[src/rtl/bitr_reorder_ctrl_pkg.sv]
// ============================================================================
// Module      : bitr_pkg
// Description : Shared constants, bank-state encoding and the golden
//               transpose map for the 15-point 5x3 reorder controller.
// Revision    : 1.0 - initial release
// ============================================================================
`default_nettype none

package bitr_pkg;

    localparam int ROWS  = 5;
    localparam int COLS  = 3;
    localparam int N     = ROWS * COLS;
    localparam int IDX_W = $clog2(N);

    // Per-bank life cycle of the ping-pong buffer.
    typedef enum logic [1:0] {
        BANK_EMPTY    = 2'd0,
        BANK_FILLING  = 2'd1,
        BANK_FULL     = 2'd2,
        BANK_DRAINING = 2'd3
    } bank_state_e;

    // Golden transpose map: k -> COLS*k mod (N-1) for k < N-1, last slot fixed.
    function automatic int perm_ref(input int k);
        if (k < N - 1) begin
            return (k * COLS) % (N - 1);
        end
        return N - 1;
    endfunction

endpackage

`default_nettype wire

[src/rtl/bitr_reorder_ctrl_addr_gen.sv]
// ============================================================================
// Module      : bitr_addr_gen
// Description : Incremental read-address generator for the transpose map.
//               Produces 0, COLS, 2*COLS, ... folded modulo N-1, with the
//               final slot forced to N-1. No lookup table.
// Ports       : clk    - clock, rising edge
//               rst_n  - synchronous active-low reset
//               start  - restart the sequence at slot 0
//               step   - advance to the next slot (wraps after slot N-1)
//               addr   - address for the current slot
//               last   - current slot is N-1
// Revision    : 1.0 - initial release
// ============================================================================
`default_nettype none

module bitr_addr_gen
    import bitr_pkg::*;
#(
    parameter int ROWS_P  = 5,
    parameter int COLS_P  = 3,
    parameter int IDX_W_P = $clog2(ROWS_P * COLS_P)
) (
    input  logic               clk,
    input  logic               rst_n,
    input  logic               start,
    input  logic               step,
    output logic [IDX_W_P-1:0] addr,
    output logic               last
);

    localparam int                 NP       = ROWS_P * COLS_P;
    localparam logic [IDX_W_P-1:0] LAST_IDX = IDX_W_P'(NP - 1);
    localparam logic [IDX_W_P:0]   C_STRIDE = (IDX_W_P + 1)'(COLS_P);
    localparam logic [IDX_W_P:0]   C_MOD    = (IDX_W_P + 1)'(NP - 1);

    logic [IDX_W_P-1:0] r_addr;
    logic [IDX_W_P-1:0] r_k;
    logic [IDX_W_P:0]   w_sum;
    logic [IDX_W_P:0]   w_fold;

    // One extra bit so the stride add cannot overflow before folding.
    always_comb begin
        w_sum  = {1'b0, r_addr} + C_STRIDE;
        w_fold = w_sum;
        if (w_sum >= C_MOD) begin
            w_fold = w_sum - C_MOD;
        end
    end

    always_ff @(posedge clk) begin
        if (!rst_n || start) begin
            r_addr <= '0;
            r_k    <= '0;
        end else if (step) begin
            if (r_k == LAST_IDX) begin
                r_addr <= '0;
                r_k    <= '0;
            end else if (r_k == LAST_IDX - 1'b1) begin
                // The final slot sits outside the modulo ring.
                r_addr <= LAST_IDX;
                r_k    <= r_k + 1'b1;
            end else begin
                r_addr <= w_fold[IDX_W_P-1:0];
                r_k    <= r_k + 1'b1;
            end
        end
    end

    assign addr = r_addr;
    assign last = (r_k == LAST_IDX);

endmodule

`default_nettype wire

[src/rtl/bitr_reorder_ctrl.sv]
// ============================================================================
// Module      : bitr_reorder_ctrl
// Description : Streaming 15-point 5x3 transpose reorder controller. Frames
//               arrive in natural order, are stored in one bank of a two-bank
//               ping-pong buffer and are replayed in permuted order.
// Options     : BITR_REORDER_BYPASS_EN adds cfg_bypass; a bank tagged with
//               bypass when it becomes full is replayed in natural order.
// Ports       : clk, rst_n          - clock, synchronous active-low reset
//               s_valid/s_ready     - input handshake
//               s_data  [DW]        - input sample, natural order
//               m_valid/m_ready     - output handshake
//               m_data  [DW]        - output sample, permuted order
//               m_last              - output slot N-1
//               busy                - any bank full/draining or m_valid high
//               cfg_bypass          - (option) natural-order replay request
// Revision    : 1.0 - initial release
// ============================================================================
`default_nettype none

module bitr_reorder_ctrl #(
    parameter int DW   = 16,
    parameter int ROWS = 5,
    parameter int COLS = 3
) (
    input  logic          clk,
    input  logic          rst_n,
    input  logic          s_valid,
    output logic          s_ready,
    input  logic [DW-1:0] s_data,
    output logic          m_valid,
    input  logic          m_ready,
    output logic [DW-1:0] m_data,
    output logic          m_last,
`ifdef BITR_REORDER_BYPASS_EN
    input  logic          cfg_bypass,
`endif
    output logic          busy
);

    import bitr_pkg::*;

    localparam int               N        = ROWS * COLS;
    localparam int               IDX_W    = $clog2(N);
    localparam logic [IDX_W-1:0] LAST_IDX = IDX_W'(N - 1);

    bank_state_e      r_bank_st [2];
    logic             r_wr_sel;
    logic             r_rd_sel;
    logic [IDX_W-1:0] r_wr_idx;
    logic [DW-1:0]    r_mem [2][N];

    logic             w_wr;
    logic             w_rd_avail;
    logic             w_load;
    logic             w_rd_last;
    logic [IDX_W-1:0] w_perm_addr;
    logic [IDX_W-1:0] w_rd_addr;

    bitr_addr_gen #(
        .ROWS_P  (ROWS),
        .COLS_P  (COLS),
        .IDX_W_P (IDX_W)
    ) u_addr_gen (
        .clk   (clk),
        .rst_n (rst_n),
        .start (1'b0),
        .step  (w_load),
        .addr  (w_perm_addr),
        .last  (w_rd_last)
    );

    // Writer only ever owns an EMPTY/FILLING bank and the reader a
    // FULL/DRAINING one, so the two sides never touch the same bank.
    assign s_ready    = (r_bank_st[r_wr_sel] == BANK_EMPTY) ||
                        (r_bank_st[r_wr_sel] == BANK_FILLING);
    assign w_wr       = s_valid && s_ready;
    assign w_rd_avail = (r_bank_st[r_rd_sel] == BANK_FULL) ||
                        (r_bank_st[r_rd_sel] == BANK_DRAINING);
    assign w_load     = (!m_valid || m_ready) && w_rd_avail;

`ifdef BITR_REORDER_BYPASS_EN
    logic             r_bypass [2];
    logic [IDX_W-1:0] r_rd_k;

    // Natural-order replay uses the slot index directly as the address.
    assign w_rd_addr = r_bypass[r_rd_sel] ? r_rd_k : w_perm_addr;

    always_ff @(posedge clk) begin
        if (!rst_n) begin
            r_bypass[0] <= 1'b0;
            r_bypass[1] <= 1'b0;
            r_rd_k      <= '0;
        end else begin
            if (w_wr && (r_wr_idx == LAST_IDX)) begin
                r_bypass[r_wr_sel] <= cfg_bypass;
            end
            if (w_load) begin
                r_rd_k <= w_rd_last ? '0 : r_rd_k + 1'b1;
            end
        end
    end
`else
    assign w_rd_addr = w_perm_addr;
`endif

    // Sample storage is deliberately left out of reset.
    always_ff @(posedge clk) begin
        if (w_wr) begin
            r_mem[r_wr_sel][r_wr_idx] <= s_data;
        end
    end

    always_ff @(posedge clk) begin
        if (!rst_n) begin
            r_bank_st[0] <= BANK_EMPTY;
            r_bank_st[1] <= BANK_EMPTY;
            r_wr_sel     <= 1'b0;
            r_rd_sel     <= 1'b0;
            r_wr_idx     <= '0;
            m_valid      <= 1'b0;
            m_data       <= '0;
            m_last       <= 1'b0;
        end else begin
            for (int b = 0; b < 2; b++) begin
                if (w_wr && (r_wr_sel == 1'(b))) begin
                    if (r_wr_idx == LAST_IDX) begin
                        r_bank_st[b] <= BANK_FULL;
                    end else begin
                        r_bank_st[b] <= BANK_FILLING;
                    end
                end
                if (w_load && (r_rd_sel == 1'(b))) begin
                    if (w_rd_last) begin
                        r_bank_st[b] <= BANK_EMPTY;
                    end else begin
                        r_bank_st[b] <= BANK_DRAINING;
                    end
                end
            end

            if (w_wr) begin
                if (r_wr_idx == LAST_IDX) begin
                    r_wr_idx <= '0;
                    r_wr_sel <= ~r_wr_sel;
                end else begin
                    r_wr_idx <= r_wr_idx + 1'b1;
                end
            end

            if (w_load) begin
                m_valid <= 1'b1;
                m_data  <= r_mem[r_rd_sel][w_rd_addr];
                m_last  <= w_rd_last;
                if (w_rd_last) begin
                    r_rd_sel <= ~r_rd_sel;
                end
            end else if (m_ready) begin
                m_valid <= 1'b0;
            end
        end
    end

    always_comb begin
        busy = m_valid;
        for (int b = 0; b < 2; b++) begin
            if ((r_bank_st[b] == BANK_FULL) || (r_bank_st[b] == BANK_DRAINING)) begin
                busy = 1'b1;
            end
        end
    end

endmodule

`default_nettype wire

[config.mk]
export PLATFORM = sky130hd
export DESIGN_NAME = bitr_reorder_ctrl
export DESIGN_NICKNAME = d
export VERILOG_FILES = /design/src/rtl/bitr_reorder_ctrl_pkg.sv /design/src/rtl/bitr_reorder_ctrl_addr_gen.sv /design/src/rtl/bitr_reorder_ctrl.sv
export SDC_FILE = /design/constraint.sdc
export NUM_CORES = 1
export LEC_CHECK = 0
export ABC_AREA = 1
export ABC_CLOCK_PERIOD_IN_PS = 3800
export CAP_MARGIN = 0
export CORE_AREA = 2 2 220 222
export DETAILED_ROUTE_END_ITERATION = 8
export DIE_AREA = 0 0 222 224
export SLEW_MARGIN = 20
export SYNTH_ARGS = -nofsm -noshare
export SYNTH_HDL_FRONTEND = slang
export SYNTH_SLANG_ARGS = --single-unit
[constraint.sdc]
create_clock -name clk -period 3.8 [get_ports clk]
set_input_delay 1.14 -clock clk [delete_from_list [all_inputs] [get_ports clk]]
set_output_delay 1.14 -clock clk [all_outputs]
set_load 0.01 [all_outputs]
* Word level (Yosys, flattened, before mapping) *
Memory sizes are Yosys's and may differ from the RTL's. A register that Yosys moved wholly into a read port is not among the register bits.
Cells that the tools add are included.

operators by class
  reductions and logical operators = 17
  equal/unequal tests = 10
  muxes and demuxes = 59
  add/sub/neg operators = 4
  $lt $le $gt $ge = 4
  bitwise logic cells = 12

operators with widths
  kind                                                 count
  2-to-1 mux 240 bit                                   1
  binary-select mux 16 bit (select 4 bit)              1
  demux 16 bit (select 4 bit)                          1
  2-to-1 mux 16 bit                                    3
  2-to-1 mux 1 bit                                     40
  2-to-1 mux 4 bit                                     5
  2-to-1 mux 2 bit                                     8
  == test 2 bit, second input constant                 6
  == test 4 bit, second input constant                 3
  >= comparator 5 bit, second input constant           2
  inverter 4 -> 5 bit                                  2
  adder 4 x 1 -> 4 bit, second input constant          2
  bitwise OR 1 bit                                     8
  logical AND 1 bit                                    7
  adder 4 x 2 -> 5 bit, second input constant          1
  >= comparator 5 x 4 -> 1 bit, second input constant  1
  logical OR 1 bit                                     5
  < comparator 5 x 1 -> 1 bit, second input constant   1
  AND reduction 2 bit                                  2
  subtractor 4 bit, second input constant              1
  == test 2 x 1 -> 1 bit, second input constant        1
  logical NOT 2 bit                                    1
  inverter 1 bit                                       2
  nonzero test 2 bit                                   1
  logical NOT 1 bit                                    1

storage, ports and cells
  logic and storage cells = 116
  memories = 2
  bits in registers = 32
  input port bits = 20
  RAM bits = 484

memory list
  memory     depth  bits a word  read ports  clocked after memory_dff  write ports  line                     text
  r_mem      2      240          1           1                         1            bitr_reorder_ctrl.sv:50  logic [DW-1:0] r_mem [2][N];
  r_bank_st  2      2            4           2                         2            bitr_reorder_ctrl.sv:46  bank_state_e r_bank_st [2];

* Longest topological paths before layout *
  depth after elaboration = 11
  mapped depth = 17
  mapped depth without buffers = 15

* By module *
Synthesis repeated with hierarchy kept, for this count alone.

second synthesis, totals
  cell total of the unflattened synthesis = 2020
  area, all modules = 21645.8 um2

modules (own cells, without submodules)
  module             times used  area each (um2)  seq. area each (um2)  cells each
  bitr_reorder_ctrl  1           21130.3          14994.4               1940
  bitr_addr_gen      1           515.5            160.2                 80

* Worst setup path after synthesis *
No wires, ideal clock.

  path type = input port to flip-flop
  start = in s_valid
  end = mem r_mem[0][144] in the netlist's numbering, enable pin
  library setup time = 0.409 ns
  required time = 3.391 ns
  stages on the path = 4
  path slack = 0.599 ns
  arrival = 2.792 ns
  path through = nand2_1 > inv_1 > nand3_1 > nor3_1

between the ends
  longest elaborated chain between the ends = 3

RTL lines
  item                                      line                      text
  from (decl)                               bitr_reorder_ctrl.sv:27   input logic s_valid,
  logical AND 1 bit                         bitr_reorder_ctrl.sv:76   assign w_wr = s_valid && s_ready;
  2-to-1 mux 1 bit                          bitr_reorder_ctrl.sv:108  if (w_wr) begin
  2-to-1 mux 240 bit (implied by the code)  bitr_reorder_ctrl.sv:109  r_mem[r_wr_sel][r_wr_idx] <= s_data;
  to (decl)                                 bitr_reorder_ctrl.sv:50

Every way passes these cells.

==> flow_summary_export.csv <==
group,metric,value,unit
timing,whs,0.476,ns
place,place.port_buffers,39,
timing,fmax,334,MHz
hold_path,hp-class,"reg -> reg",
final_layout,layout-drive-gt1-share,9.24,%
yosys,synth_seq_cells,516,
routing,via_per_inst,5.36,
place,place.gp.congestion,0.904,
timing,period_needed,2.99,ns
routing,drtPass1Iterations,7,
critical_path,arrival,1.85,ns
floorplanning,core_area,47300,sq um
yosys,ys_async_sr_fraction,0,%
power,power.density,522,nW/um^2
final_layout,final_common_cell,"nand2_1",
global_routing,met1_usage,31.9,%
flow_run,cap_violations,0,
clock_network,clock_sinks,516,
final_layout,syn_to_final_growth,14.2,%
status,status,"finished clean",
timing,fin_ws,0.805,ns
place,hpwlAfterDp,34200,microns
global_routing,grt_pass1_vias,13774,
clock_network,cts_buffers,53,
routing,vias,14265,
timing,hold_viol,0,
routing,wire_per_inst,21.3,microns
yosys,syn_area,21200,sq um
yosys,syn_area_per_cell,10.9,sq um
timing,max_slew_margin,27.5,%
global_routing,grt_usage,23.1,%
clock_network,path_clk_slew,0.06,ns
global_routing,grt_busiest_layer,"met2",
floorplanning,row_count,80,
critical_path,critical-path-top-delay-family,"buffers and inverters",
critical_path,path_class,"reg -> out",
clock_network,htreeDepth,2,
clock_network,clk_path_buf_depth,3,
yosys,ys.flop_type,"edfxtp_1",
place,pre_cts_slack,0.500,ns
global_routing,use_met2,37.1,%
power,ir_drop,0.000306,V
floorplanning,die_area,49700,sq um
timing,max_slew.worst_pin.slew,1.09,ns
final_layout,mostFrequentLayoutCells,"nand2_1, edfxtp_1, nor2_1",
floorplanning,start_util,44.7,%
clock_network,clk_latency,0.61,ns
final_layout,antennaDiodeCount,0,
critical_path,slowest_delay,0.54,ns
critical_path,cp_max_fo,3,
routing,ant_nets,0,
global_routing,gr-total-overflow,0,
timing,slew_viol_final,0,
clock_network,clock-root-buffer,"clkbuf_16",
global_routing,grt_max_degree,149,
yosys,synthesis.nets,1960,
timing,setup_violations,0,
timing,fin_crit_sh,78.8,%
routing,wirelength,56700,microns
critical_path,slowest_stage,"clkdlybuf4s50_1",
critical_path,crit_chain,"nand2_1 > o21a_1 > clkdlybuf4s50_1",
global_routing,antenna_found_initial,1,
yosys,synth-edff-count,482,
routing,drcViolationCount,0,
yosys,synth_cell_type_count,32,
yosys,yosys_warnings,0,
power,p_total,12600,uW
floorplanning,io-pin-count,40,
critical_path,cp_data_required_time,2.66,ns
yosys,synthCells,1935,
global_routing,grt_pass1_wl,84900,microns
critical_path,critPathBufInv,1,
clock_network,cts_setup_buffers,0,
final_layout,fin_nets,2029,
critical_path,worstSetupEndpointType,"output pin",
final_layout,final_area,24100,sq um
floorplanning,die_x,222,microns
routing,drtIter0Drc,1312,
critical_path,cp-start-kind,"register",
clock_network,cts_tree,"yes",
yosys,seq_area_frac_synth,71.7,%
floorplanning,fp.dieH,224,microns
timing,rsz0062_at_grt,"no",
timing,finClkSkew,0.0215,ns
global_routing,globalRouteMet3Util,3.86,%
place,dpl_cell_area,22500,sq um
power,leakagePower,0.00901,uW
clock_network,ctsResizeCount,0,
timing,setup_tns,0,ns
clock_network,cts_hold_buf,0,
-- kinds of logic after synthesis --
logic type	Yosys count	synth area share (%)
XOR/XNOR	1	0.0414
AO/OA/AOI/OAI	149	3.73
buffers and inverters	170	3.60
AND/OR/NAND/NOR	1094	20.7
flip-flops	516	71.7
adder cells (fa/ha/maj)	5	0.296
-- sequential cells by signal (all words and copies together), names as in the netlist, named ones only --
signal and count:
m_last 1, r_wr_idx 4, m_data 16, r_rd_sel 1, m_valid 1, r_mem 480, r_bank_st 2, u_addr_gen.addr 4
u_addr_gen.r_k 4, r_wr_sel 1
-- synthesized netlist by cell type (2+ instances only) --
| cell | n | area share, % |
|---|---|---|
| nand2_1 | 730 | 13 |
| o21ai_0 | 21 | 0.50 |
| nor2_1 | 180 | 3.2 |
| dfxtp_1 | 34 | 3.2 |
| clkinv_1 | 4 | 0.071 |
| nor3_1 | 31 | 0.73 |
| a21oi_1 | 56 | 1.3 |
| buf_2 | 62 | 1.5 |
| edfxtp_1 | 482 | 68 |
| nand4_1 | 19 | 0.56 |
| a21boi_0 | 3 | 0.11 |
| o211ai_1 | 8 | 0.28 |
| inv_1 | 53 | 0.94 |
| buf_1 | 8 | 0.14 |
| inv_2 | 12 | 0.21 |
| o21ai_1 | 54 | 1.3 |
| nand3_1 | 127 | 3.0 |
| clkbuf_1 | 19 | 0.34 |
| or2_1 | 2 | 0.059 |
| buf_4 | 12 | 0.43 |
| ha_1 | 5 | 0.30 |
| a211oi_1 | 3 | 0.11 |
-- routing by layer --
metal  vias up  wire, microns
met4         0           1640
met2       509          26500
li1       6695              -
met5         -              0
met1      6979          24300
met3        82           4200
-- per-stage QoR --
step                utilization, %  cells
finish                        51.0   2660
global route                  51.0   2660
CTS                           51.0   2660
detailed placement            47.6   2564
global placement              47.6   2564
floorplan                        -   1935
-- worst min-delay path, delay by kind of cell (launching register included) --
| family | cells | cell delay, ns |
|---|---|---|
| buf+inv | 1 | 0.06 |
| flops | 1 | 0.33 |
| compound gates | 1 | 0.05 |
-- final cells by class --
cell class	instances	area, sq um
Clock buffer	67	1420
Tap cell	615	769
Fill cell	4187	23200
Sequential cell	516	15200
Clock inverter	29	181
Timing Repair Buffer	115	973
Inverter	69	264
Multi-Input combinational cell	1249	5380
-- path summary, 6_finish.rpt --
kind | start | endpoint | slack [ns] | cells after the start
max | r_bank_st[1][1] | s_ready | 0.81 | 3
min | u_addr_gen.r_k[2] | u_addr_gen.r_k[2] | 0.48 | 2
max reg2reg | u_addr_gen.addr[0] | m_data[12] | 1.07 | 9
min reg2reg | u_addr_gen.r_k[2] | u_addr_gen.r_k[2] | 0.48 | 2
-- where the power goes --
| part | total, uW | switching [uW] | internal, uW |
|---|---|---|---|
| Clock | 4880 | 2120 | 2760 |
| Combinational | 1370 | 972 | 399 |
| Sequential | 6360 | 68.7 | 6290 |
| Total | 12600 | 3160 | 9450 |
Power figures use the tool's default switching activity.
